--- src/rtl/m2_block_scheduler.sv ---
// Milestone 2 block sequencer: overlaps fetch, transform and write-back of 8x8 blocks on ping-pong buffers.
// Build option M2_SCHED_CHROMA_EN: defined schedules Y, U and V; undefined schedules Y only.
module m2_block_scheduler #(
   parameter int Y_COLS  = 40,
   parameter int UV_COLS = 20,
   parameter int ROWS    = 30
) (
   input  logic        Clock,
   input  logic        Reset,
   input  logic        Start,
   output logic        Stop,
   output logic        Busy,
   output logic        Buf_sel,
   output logic        Fetch_start,
   output logic [17:0] Fetch_base,
   output logic [8:0]  Fetch_stride,
   input  logic        Fetch_done,
   output logic        Xform_start,
   input  logic        Xform_done,
   output logic        Write_start,
   output logic [17:0] Write_base,
   output logic [8:0]  Write_stride,
   input  logic        Write_done
);

`ifdef M2_SCHED_CHROMA_EN
   localparam int N_BLOCKS = ROWS * (Y_COLS + 2 * UV_COLS);
`else
   localparam int N_BLOCKS = ROWS * Y_COLS;
`endif
   localparam logic [11:0] N_BLK    = 12'(N_BLOCKS);
   localparam logic [11:0] N_EPOCHS = 12'(N_BLOCKS + 2);

   typedef enum logic [1:0] {S_IDLE, S_LAUNCH, S_WAIT, S_FINISH} state_t;

   state_t      state;
   logic [11:0] epoch, epoch_nxt, n_epoch;
   logic [1:0]  seg_p0, seg_p1, seg_p2, n_seg_p0, n_seg_p1, n_seg_p2, adv_seg;
   logic [4:0]  row_p0, row_p1, row_p2, n_row_p0, n_row_p1, n_row_p2, adv_row;
   logic [5:0]  col_p0, col_p1, col_p2, n_col_p0, n_col_p1, n_col_p2, adv_col;
   logic [5:0]  last_col;
   logic        vld_p0, vld_p1, vld_p2, n_vld_p0, n_vld_p1, n_vld_p2;
   logic        pend_f, pend_x, pend_w;
   logic        pend_f_nxt, pend_x_nxt, pend_w_nxt, pend_clear, do_launch;

   // Base addresses use shift-add forms: 2560=2^11+2^9, 1280=2^10+2^8, 640=2^9+2^7.
   function automatic logic [17:0] fetch_base_f(input logic [1:0] s, input logic [4:0] r,
                                                input logic [5:0] c);
      logic [17:0] rr, cc;
      rr = 18'(r);
      cc = 18'(c);
      case (s)
         2'd0:    fetch_base_f = 18'd76800  + (rr << 11) + (rr << 9) + (cc << 3);
         2'd1:    fetch_base_f = 18'd153600 + (rr << 10) + (rr << 8) + (cc << 3);
         default: fetch_base_f = 18'd192000 + (rr << 10) + (rr << 8) + (cc << 3);
      endcase
   endfunction

   function automatic logic [17:0] write_base_f(input logic [1:0] s, input logic [4:0] r,
                                                input logic [5:0] c);
      logic [17:0] rr, cc;
      rr = 18'(r);
      cc = 18'(c);
      case (s)
         2'd0:    write_base_f = (rr << 10) + (rr << 8) + (cc << 2);
         2'd1:    write_base_f = 18'd38400 + (rr << 9) + (rr << 7) + (cc << 2);
         default: write_base_f = 18'd57600 + (rr << 9) + (rr << 7) + (cc << 2);
      endcase
   endfunction

   function automatic logic [8:0] fetch_stride_f(input logic [1:0] s);
      fetch_stride_f = (s == 2'd0) ? 9'd320 : 9'd160;
   endfunction

   function automatic logic [8:0] write_stride_f(input logic [1:0] s);
      write_stride_f = (s == 2'd0) ? 9'd160 : 9'd80;
   endfunction

   assign epoch_nxt  = epoch + 12'd1;
   assign last_col   = (seg_p0 == 2'd0) ? 6'(Y_COLS - 1) : 6'(UV_COLS - 1);
   assign pend_f_nxt = pend_f & ~Fetch_done;
   assign pend_x_nxt = pend_x & ~Xform_done;
   assign pend_w_nxt = pend_w & ~Write_done;
   assign pend_clear = ~(pend_f_nxt | pend_x_nxt | pend_w_nxt);
   assign do_launch  = ((state == S_IDLE) && Start) ||
                       ((state == S_WAIT) && pend_clear && (epoch_nxt != N_EPOCHS));

   // Raster advance of the fetch position; the Y-only build never leaves segment 0.
   always_comb begin
      adv_seg = seg_p0;
      adv_row = row_p0;
      adv_col = col_p0 + 6'd1;
      if (col_p0 == last_col) begin
         adv_col = '0;
         if (row_p0 == 5'(ROWS - 1)) begin
            adv_row = '0;
`ifdef M2_SCHED_CHROMA_EN
            adv_seg = seg_p0 + 2'd1;
`endif
         end else begin
            adv_row = row_p0 + 5'd1;
         end
      end
   end

   // Stage contents for the epoch about to launch: restart from block 0, or shift the pipeline.
   always_comb begin
      n_epoch  = '0;
      n_seg_p0 = '0;  n_row_p0 = '0;  n_col_p0 = '0;
      n_seg_p1 = '0;  n_row_p1 = '0;  n_col_p1 = '0;
      n_seg_p2 = '0;  n_row_p2 = '0;  n_col_p2 = '0;
      n_vld_p0 = 1'b1;
      n_vld_p1 = 1'b0;
      n_vld_p2 = 1'b0;
      if (state != S_IDLE) begin
         n_epoch  = epoch_nxt;
         n_seg_p0 = adv_seg;  n_row_p0 = adv_row;  n_col_p0 = adv_col;
         n_seg_p1 = seg_p0;   n_row_p1 = row_p0;   n_col_p1 = col_p0;
         n_seg_p2 = seg_p1;   n_row_p2 = row_p1;   n_col_p2 = col_p1;
         n_vld_p0 = (epoch_nxt < N_BLK);
         n_vld_p1 = vld_p0;
         n_vld_p2 = vld_p1;
      end
   end

   always_ff @(posedge Clock) begin
      if (Reset) begin
         state        <= S_IDLE;
         epoch        <= '0;
         seg_p0 <= '0;  row_p0 <= '0;  col_p0 <= '0;  vld_p0 <= 1'b0;
         seg_p1 <= '0;  row_p1 <= '0;  col_p1 <= '0;  vld_p1 <= 1'b0;
         seg_p2 <= '0;  row_p2 <= '0;  col_p2 <= '0;  vld_p2 <= 1'b0;
         pend_f       <= 1'b0;
         pend_x       <= 1'b0;
         pend_w       <= 1'b0;
         Stop         <= 1'b0;
         Busy         <= 1'b0;
         Buf_sel      <= 1'b0;
         Fetch_start  <= 1'b0;
         Xform_start  <= 1'b0;
         Write_start  <= 1'b0;
         Fetch_base   <= '0;
         Fetch_stride <= '0;
         Write_base   <= '0;
         Write_stride <= '0;
      end else begin
         Fetch_start <= 1'b0;
         Xform_start <= 1'b0;
         Write_start <= 1'b0;
         case (state)
            S_IDLE: begin
               if (Start) Stop <= 1'b0;
            end
            S_LAUNCH: begin
               pend_f <= Fetch_start;
               pend_x <= Xform_start;
               pend_w <= Write_start;
               state  <= S_WAIT;
            end
            S_WAIT: begin
               pend_f <= pend_f_nxt;
               pend_x <= pend_x_nxt;
               pend_w <= pend_w_nxt;
               if (pend_clear) begin
                  epoch <= epoch_nxt;
                  if (epoch_nxt == N_EPOCHS) state <= S_FINISH;
               end
            end
            S_FINISH: begin
               Stop  <= 1'b1;
               Busy  <= 1'b0;
               state <= S_IDLE;
            end
            default: state <= S_IDLE;
         endcase
         // Launch: pulse valid stages; descriptors of idle stages keep their last value.
         if (do_launch) begin
            state   <= S_LAUNCH;
            Busy    <= 1'b1;
            epoch   <= n_epoch;
            Buf_sel <= n_epoch[0];
            seg_p0 <= n_seg_p0;  row_p0 <= n_row_p0;  col_p0 <= n_col_p0;  vld_p0 <= n_vld_p0;
            seg_p1 <= n_seg_p1;  row_p1 <= n_row_p1;  col_p1 <= n_col_p1;  vld_p1 <= n_vld_p1;
            seg_p2 <= n_seg_p2;  row_p2 <= n_row_p2;  col_p2 <= n_col_p2;  vld_p2 <= n_vld_p2;
            Fetch_start <= n_vld_p0;
            Xform_start <= n_vld_p1;
            Write_start <= n_vld_p2;
            if (n_vld_p0) begin
               Fetch_base   <= fetch_base_f(n_seg_p0, n_row_p0, n_col_p0);
               Fetch_stride <= fetch_stride_f(n_seg_p0);
            end
            if (n_vld_p2) begin
               Write_base   <= write_base_f(n_seg_p2, n_row_p2, n_col_p2);
               Write_stride <= write_stride_f(n_seg_p2);
            end
         end
      end
   end

endmodule

--- config.mk ---
export PLATFORM = sky130hd
export DESIGN_NAME = m2_block_scheduler
export DESIGN_NICKNAME = d
export VERILOG_FILES = /design/src/rtl/m2_block_scheduler.sv
export SDC_FILE = /design/constraint.sdc
export NUM_CORES = 1
export LEC_CHECK = 0
export CAP_MARGIN = 25
export CORE_MARGIN = 2
export CORE_UTILIZATION = 45
export CTS_BUF_LIST = sky130_fd_sc_hd__clkbuf_4 sky130_fd_sc_hd__clkbuf_8
export DETAILED_ROUTE_END_ITERATION = 7
export PLACE_DENSITY = 0.66
export SETUP_SLACK_MARGIN = 0.1
export SKIP_CTS_REPAIR_TIMING = 1
export SYNTH_ARGS = -nofsm -noshare
export SYNTH_HDL_FRONTEND = slang
export SYNTH_SLANG_ARGS = --single-unit
--- constraint.sdc ---
create_clock -name Clock -period 4.7 [get_ports Clock]
set_input_delay 0.47 -clock Clock [delete_from_list [all_inputs] [get_ports Clock]]
set_output_delay 0.47 -clock Clock [all_outputs]
set_load 0.005 [all_outputs]
======== Yosys cells after proc, flatten, opt, wreduce, memory -nomap -nowiden ========
Cells that the tools add are included.
storage, ports and cells
  register bits ........................... 103
  output and inout port bits .............. 60
  word-level logic and storage cells ...... 123
  input bits .............................. 6
operators by class
  $add $sub $neg .......................... 20
  reductions and logical operators ........ 22
  equal/unequal tests ..................... 14
  bitwise logic cells ..................... 10
  multiplexer cells ....................... 33
  order comparisons ....................... 1
operator list
  kind                      count
  $pmux W18 S2              2
  $add A18 B9 Y18           3
  $mux W12                  4
  $add A17 B12 Y18          2
  $add A18 B13 Y18          2
  $add A18 B15 Y18 const A  2
  $add A18 B8 Y18           2
  $add A16 B14 Y17 const A  2
  $mux W6                   5
  $mux W5                   5
  $add A17 B16 Y18 const A  1
  $add A18 B14 Y18          1
  $add A16 B8 Y17           1
  $add A15 B13 Y16          1
  $add A12 B1 Y12 const B   1
  $eq A12 B11 Y1 const B    1
  $lt A12 B11 Y1 const B    1
  $ne A12 B11 Y1 const B    1
  $reduce_bool A2 Y1        5
  $mux W9                   1
  $mux W8                   1
  $pmux W1 S2               4
  $reduce_and A2 Y1         4
  $mux W1                   7
  other kinds (22)          41

======== Longest topological paths before layout ========
  word-level depth ........................ 10
  depth in mapped cells ................... 18
  gate-level depth less buffers ........... 18

======== Worst setup path before layout ========
OpenSTA, ideal clock, no wires.
  path type ............................... flip-flop to flip-flop
  start ................................... register col_p0[0]
  end ..................................... register Fetch_base[15]
  stages on the path, launching flop included .. 18
  slack ................................... 748 ps
  library setup time ...................... 86 ps
  arrival time ............................ 3867 ps
  buffers on the path ..................... 0
  data required time ...................... 4614 ps
  period minus slack after synthesis ...... 3952 ps
  cell sequence ........................... dfxtp_1 -> ha_1 -> nor2b_1 -> nand4_1 -> and2_1 -> or3_1 -> a21oi_1 -> inv_1 -> ha_1 -> inv_1 -> ha_1 -> a21o_1 -> a21oi_1 -> nor2b_1 -> o31a_1 -> a222oi_1 -> a21boi_0 -> a211oi_1
between the ends
  cells in the longest elaborated chain, start to end .. 7
  elaborated cells on any way between the ends .. 16
  classes of those cells .................. 10 x add/sub; 1 x eq/ne; 5 x mux
RTL lines
  what                                       RTL line    source
  start, declared                            40          logic [5:0] col_p0, col_p1, col_p2, n_col_p0, n_col_p1, n_col_p2, adv_col;
  start signal, assigned                     182         seg_p0 <= n_seg_p0; row_p0 <= n_row_p0; col_p0 <= n_col_p0; vld_p0 <= n_vld_p0;
  $eq A6 B6 Y1 (*)                           93          if (col_p0 == last_col) begin
  $mux W5 (*)                                93
  $mux W5 (*)                                115         if (state != S_IDLE) begin
  via n_row_p0[3]                            39          logic [4:0] row_p0, row_p1, row_p2, n_row_p0, n_row_p1, n_row_p2, adv_row;
  $add A18 B15 Y18 (tied with other cells)   55          default: fetch_base_f = 18'd192000 + (rr << 10) + (rr << 8) + (cc << 3);
  $add A18 B13 Y18 (tied with other cells)   55
  $add A18 B9 Y18, on equally long branches  55, 53, 54
  $pmux W18 S2 (*)                           52          case (s)
  end signal, assigned                       189         Fetch_base <= fetch_base_f(n_seg_p0, n_row_p0, n_col_p0);
  end, declared                              15          output logic [17:0] Fetch_base,
The timed path passes the listed nets; every way through them passes the cells marked *.
A chain may end at the register's enable or synchronous reset.

======== Final worst setup path ========
Same ends and word-level chain as after synthesis.

==> impl_metrics.tcl <==
set metrics [dict create \
    final_antenna_net_count 0 \
    postLayoutCoreUtil_pct 51.8 \
    crit-reg2reg-capture "Fetch_base[15]$_SDFFE_PP0P_" \
    timing_worst_setup_path_type "flop to flop" \
    standard_cell_core_area_um2 11900 \
    die_width_um 114 \
    biggest_fanout_along_the_worst_timing_path 7 \
    flip_flop_and_latch_count_after_synthesis 83 \
    vias 4865 \
    peak_clock_frequency_supported_by_timing_mhz 237 \
    slew_at_the_pin_closest_to_its_max_slew_limit_ps 780 \
    drive_gt1_share_pct 6.78 \
    dr.first_iter.drc_count 296 \
    portion_of_synthesized_cell_area_occupied_by_the_leading_cell_type_pct 30.5 \
    synth_cell_types 66 \
    clock-root-buffer "clkbuf_8" \
    worst_ir_drop_vdd_uv 168 \
    first_global_vias 4729 \
    detail_route.wirelength_um 13500 \
    netlist_area_um2 5440 \
    final_net_count 774 \
    post_synth_main_area_contributors "dfxtp_1 (31%), ha_1 (11%), a21oi_1 (6.7%)" \
    synthesis.yosys.warnings 0 \
    timing.critical_path.required_ps 4980 \
    finalHoldViolations 0 \
    hold-path-endpoint "Write_base[2]$_SDFFE_PP0P_" \
    dieArea_um2 13000 \
    grt_start_max_net_pins 66 \
    route.detailed.wl_per_inst_um 15.5 \
    outcome "complete, no violations" \
    synth_sequential_area_ratio_pct 30.5 \
    global_route_wire_length_before_repair_um 22700 \
    synth-edff-count 0 \
    kind_of_cell_with_the_highest_combined_delay_on_the_critical_path "compound AO/OA/AOI/OAI gates" \
    clk_pin_slew_worst_paths_ps 90 \
    hold_path.class "flop to flop" \
    crit_path_max_incr_delay_ps 440 \
    yosys.area.top_type "dfxtp_1" \
    holdPathStages 2 \
    min_clock_period_post_route_ps 4220 \
    firstDrtPassIters 5 \
    async_flop_share_pct 0 \
    slew-limit-headroom_pct 47.6 \
    worstRegToRegCells 17 \
    finalSetupViolCount 0 \
    antenna_cells_inserted 0 \
    tritoncts "built" \
    gp_congestion 0.872 \
    timing.setup.tns_ps 0 \
    numClockSinks 83 \
    htree_num_levels 3 \
    regToRegSetupSlack_ps 480 \
    timing.final.max_slew_violations 0 \
    cp_num_buf_inv 2 \
    crit_path_top_delay_cell "fa_1" \
    floorplan.initialDensity_pct 45.7 \
    synth_ff_type "dfxtp_1" \
    dp.final_hpwl_um 9770 \
    clock_path_buffers 2 \
    num_rows 40 \
    cts_buffers 9 \
    most-common-layout-cells "dfxtp_1 (83), nand2_1 (79), a21oi_1 (73)" \
    dieHeight_um 114 \
    grt_antenna_before_repair 0 \
    synth_cells 686 \
    r2r-start "col_p0[0]$_SDFFE_PP0N_" \
    layout_commonest_cell "dfxtp_1" \
    avgSynthCellArea_um2 7.93 \
    io_pins 66 \
    rsz0062_at_grt "false" \
    grt.total_usage_pct 21.4 \
    power.leakage_uw 0.00245 \
    worstSetupStartpointType "flop" \
    cp_data_arrival_time_ps 4500 \
    endpoint_kind "flop" \
    detail_route.drc_violations 0 \
    worst_skew_late_latency_ps 360 \
    max-cap-violations 0 \
    global_route.overflow_total 0 \
    power_density_nw_per_um2 326 \
    routed_via_density 5.59 \
    final_skew_ps 10.8 \
    timing.critical_path.cells "ha_1 > nor2b_1 > nand4_1 > and2_1 > or3_1 > a21oi_4 > inv_1 > ha_1 > inv_1 > fa_1 > a21o_1 > a21oi_1 > nor2b_1 > o31a_1 > a222oi_1 > a21boi_0 > a211oi_1" \
    finalCritPeriodShare_pct 89.8 \
    area_growth_pct 13.4 \
    port_buffers 49 \
    min-delay-start "Write_base[2]$_SDFFE_PP0P_" \
]
## worst max-delay path by stage
stage / from / end / slack, ps / cells after the start
final: col_p0[0]$_SDFFE_PP0N_ / Fetch_base[15]$_SDFFE_PP0P_ / 480 / 17
after global routing: col_p0[0]$_SDFFE_PP0N_ / Fetch_base[15]$_SDFFE_PP0P_ / 140 / 18
after CTS: col_p0[0]$_SDFFE_PP0N_ / Fetch_base[15]$_SDFFE_PP0P_ / 340 / 17
after detailed placement: col_p0[0]$_SDFFE_PP0N_ / Fetch_base[15]$_SDFFE_PP0P_ / 390 / 17
after global placement: col_p0[0]$_SDFFE_PP0N_ / Fetch_base[15]$_SDFFE_PP0P_ / 500 / 17
after floorplan: col_p0[0]$_SDFFE_PP0N_ / Fetch_base[15]$_SDFFE_PP0P_ / 750 / 17
## Yosys cell counts, types with 5 or more instances
| cell | number |
|---|---|
| a211oi_1 | 12 |
| nand3_1 | 28 |
| buf_2 | 13 |
| a21oi_1 | 73 |
| nor2b_1 | 9 |
| a22oi_1 | 6 |
| o21ai_0 | 30 |
| nand2_1 | 79 |
| dfxtp_1 | 83 |
| ha_1 | 47 |
| nand4_1 | 9 |
| o211ai_1 | 7 |
| xor2_1 | 20 |
| a31oi_1 | 5 |
| a21o_1 | 9 |
| xnor2_1 | 19 |
| nor3_1 | 6 |
| o22ai_1 | 5 |
| or3_1 | 6 |
| nor2_1 | 55 |
| inv_1 | 39 |
| clkbuf_1 | 21 |
| nand2b_1 | 5 |
| buf_4 | 21 |
## final cells by class
type | instances | area (µm²)
Tap cell | 147 | 184
Fill cell | 1187 | 5740
Timing Repair Buffer | 65 | 606
Clock buffer | 9 | 124
Multi-Input combinational cell | 520 | 3370
Sequential cell | 83 | 1660
Inverter | 39 | 146
Clock inverter | 7 | 77.6
## power breakdown
group | internal, µW | switching, µW | total [µW]
clock network | 249 | 278 | 527
registers | 765 | 56.8 | 821
logic | 238 | 428 | 666
## cell families (layout without fill, tap and decap cells)
logic type | Yosys count | in the layout | synth area share [%]
buffers and inverters | 98 | 120 | 8.83
muxes | 5 | 5 | 0.943
AOI/OAI and AO/OA | 183 | 183 | 21.3
adders and majority gates | 50 | 50 | 11.9
xor gates and xnor gates | 39 | 39 | 6.28
other | 1 | 16 | 0.0689
and+or+nand+nor | 227 | 227 | 20.1
DFF | 83 | 83 | 30.5
## worst reg2reg max path: stages, from the launching register on
cell and delay, ps:
dfxtp_1 420, ha_1 270, nor2b_1 190, nand4_1 190, and2_1 250, or3_1 400, a21oi_4 190, inv_1 60
ha_1 320, inv_1 80, fa_1 440, a21o_1 180, a21oi_1 230, nor2b_1 80, o31a_1 260, a222oi_1 220
a21boi_0 130, a211oi_1 220
## flip-flops by register name, summed over array words and instances (netlist names), 2 cells and up
name,count
Fetch_base,15
Fetch_stride,2
col_p0,6
row_p0,5
state,2
col_p1,6
seg_p1,2
Write_base,15
epoch,12
row_p1,5
Write_stride,2
## routing by layer
layer / global-route usage (%) / vias to the layer above / share of wire, %
met2: 36.1 / 132 / 47
li1: - / 2425 / -
met4: 5.93 / 0 / 1.3
met5: 0 / - / 0
met1: 28.0 / 2290 / 46
met3: 3.88 / 18 / 5.3
## per-stage QoR
stage | hold WS (ps) | std cells | setup WS, ps | area [µm²] | total power (µW)
CTS | 461 | 867 | 341 | 6130 | 2030
floorplan | 432 | 701 | 748 | 5500 | 1270
global placement | 443 | 851 | 502 | 5930 | 1480
detailed placement | 448 | 851 | 390 | 5930 | 1500
global route | 479 | 870 | 140 | 6170 | 2140
finish | 460 | 870 | 477 | 6170 | 2010
Power figures use the tool's default switching activity.
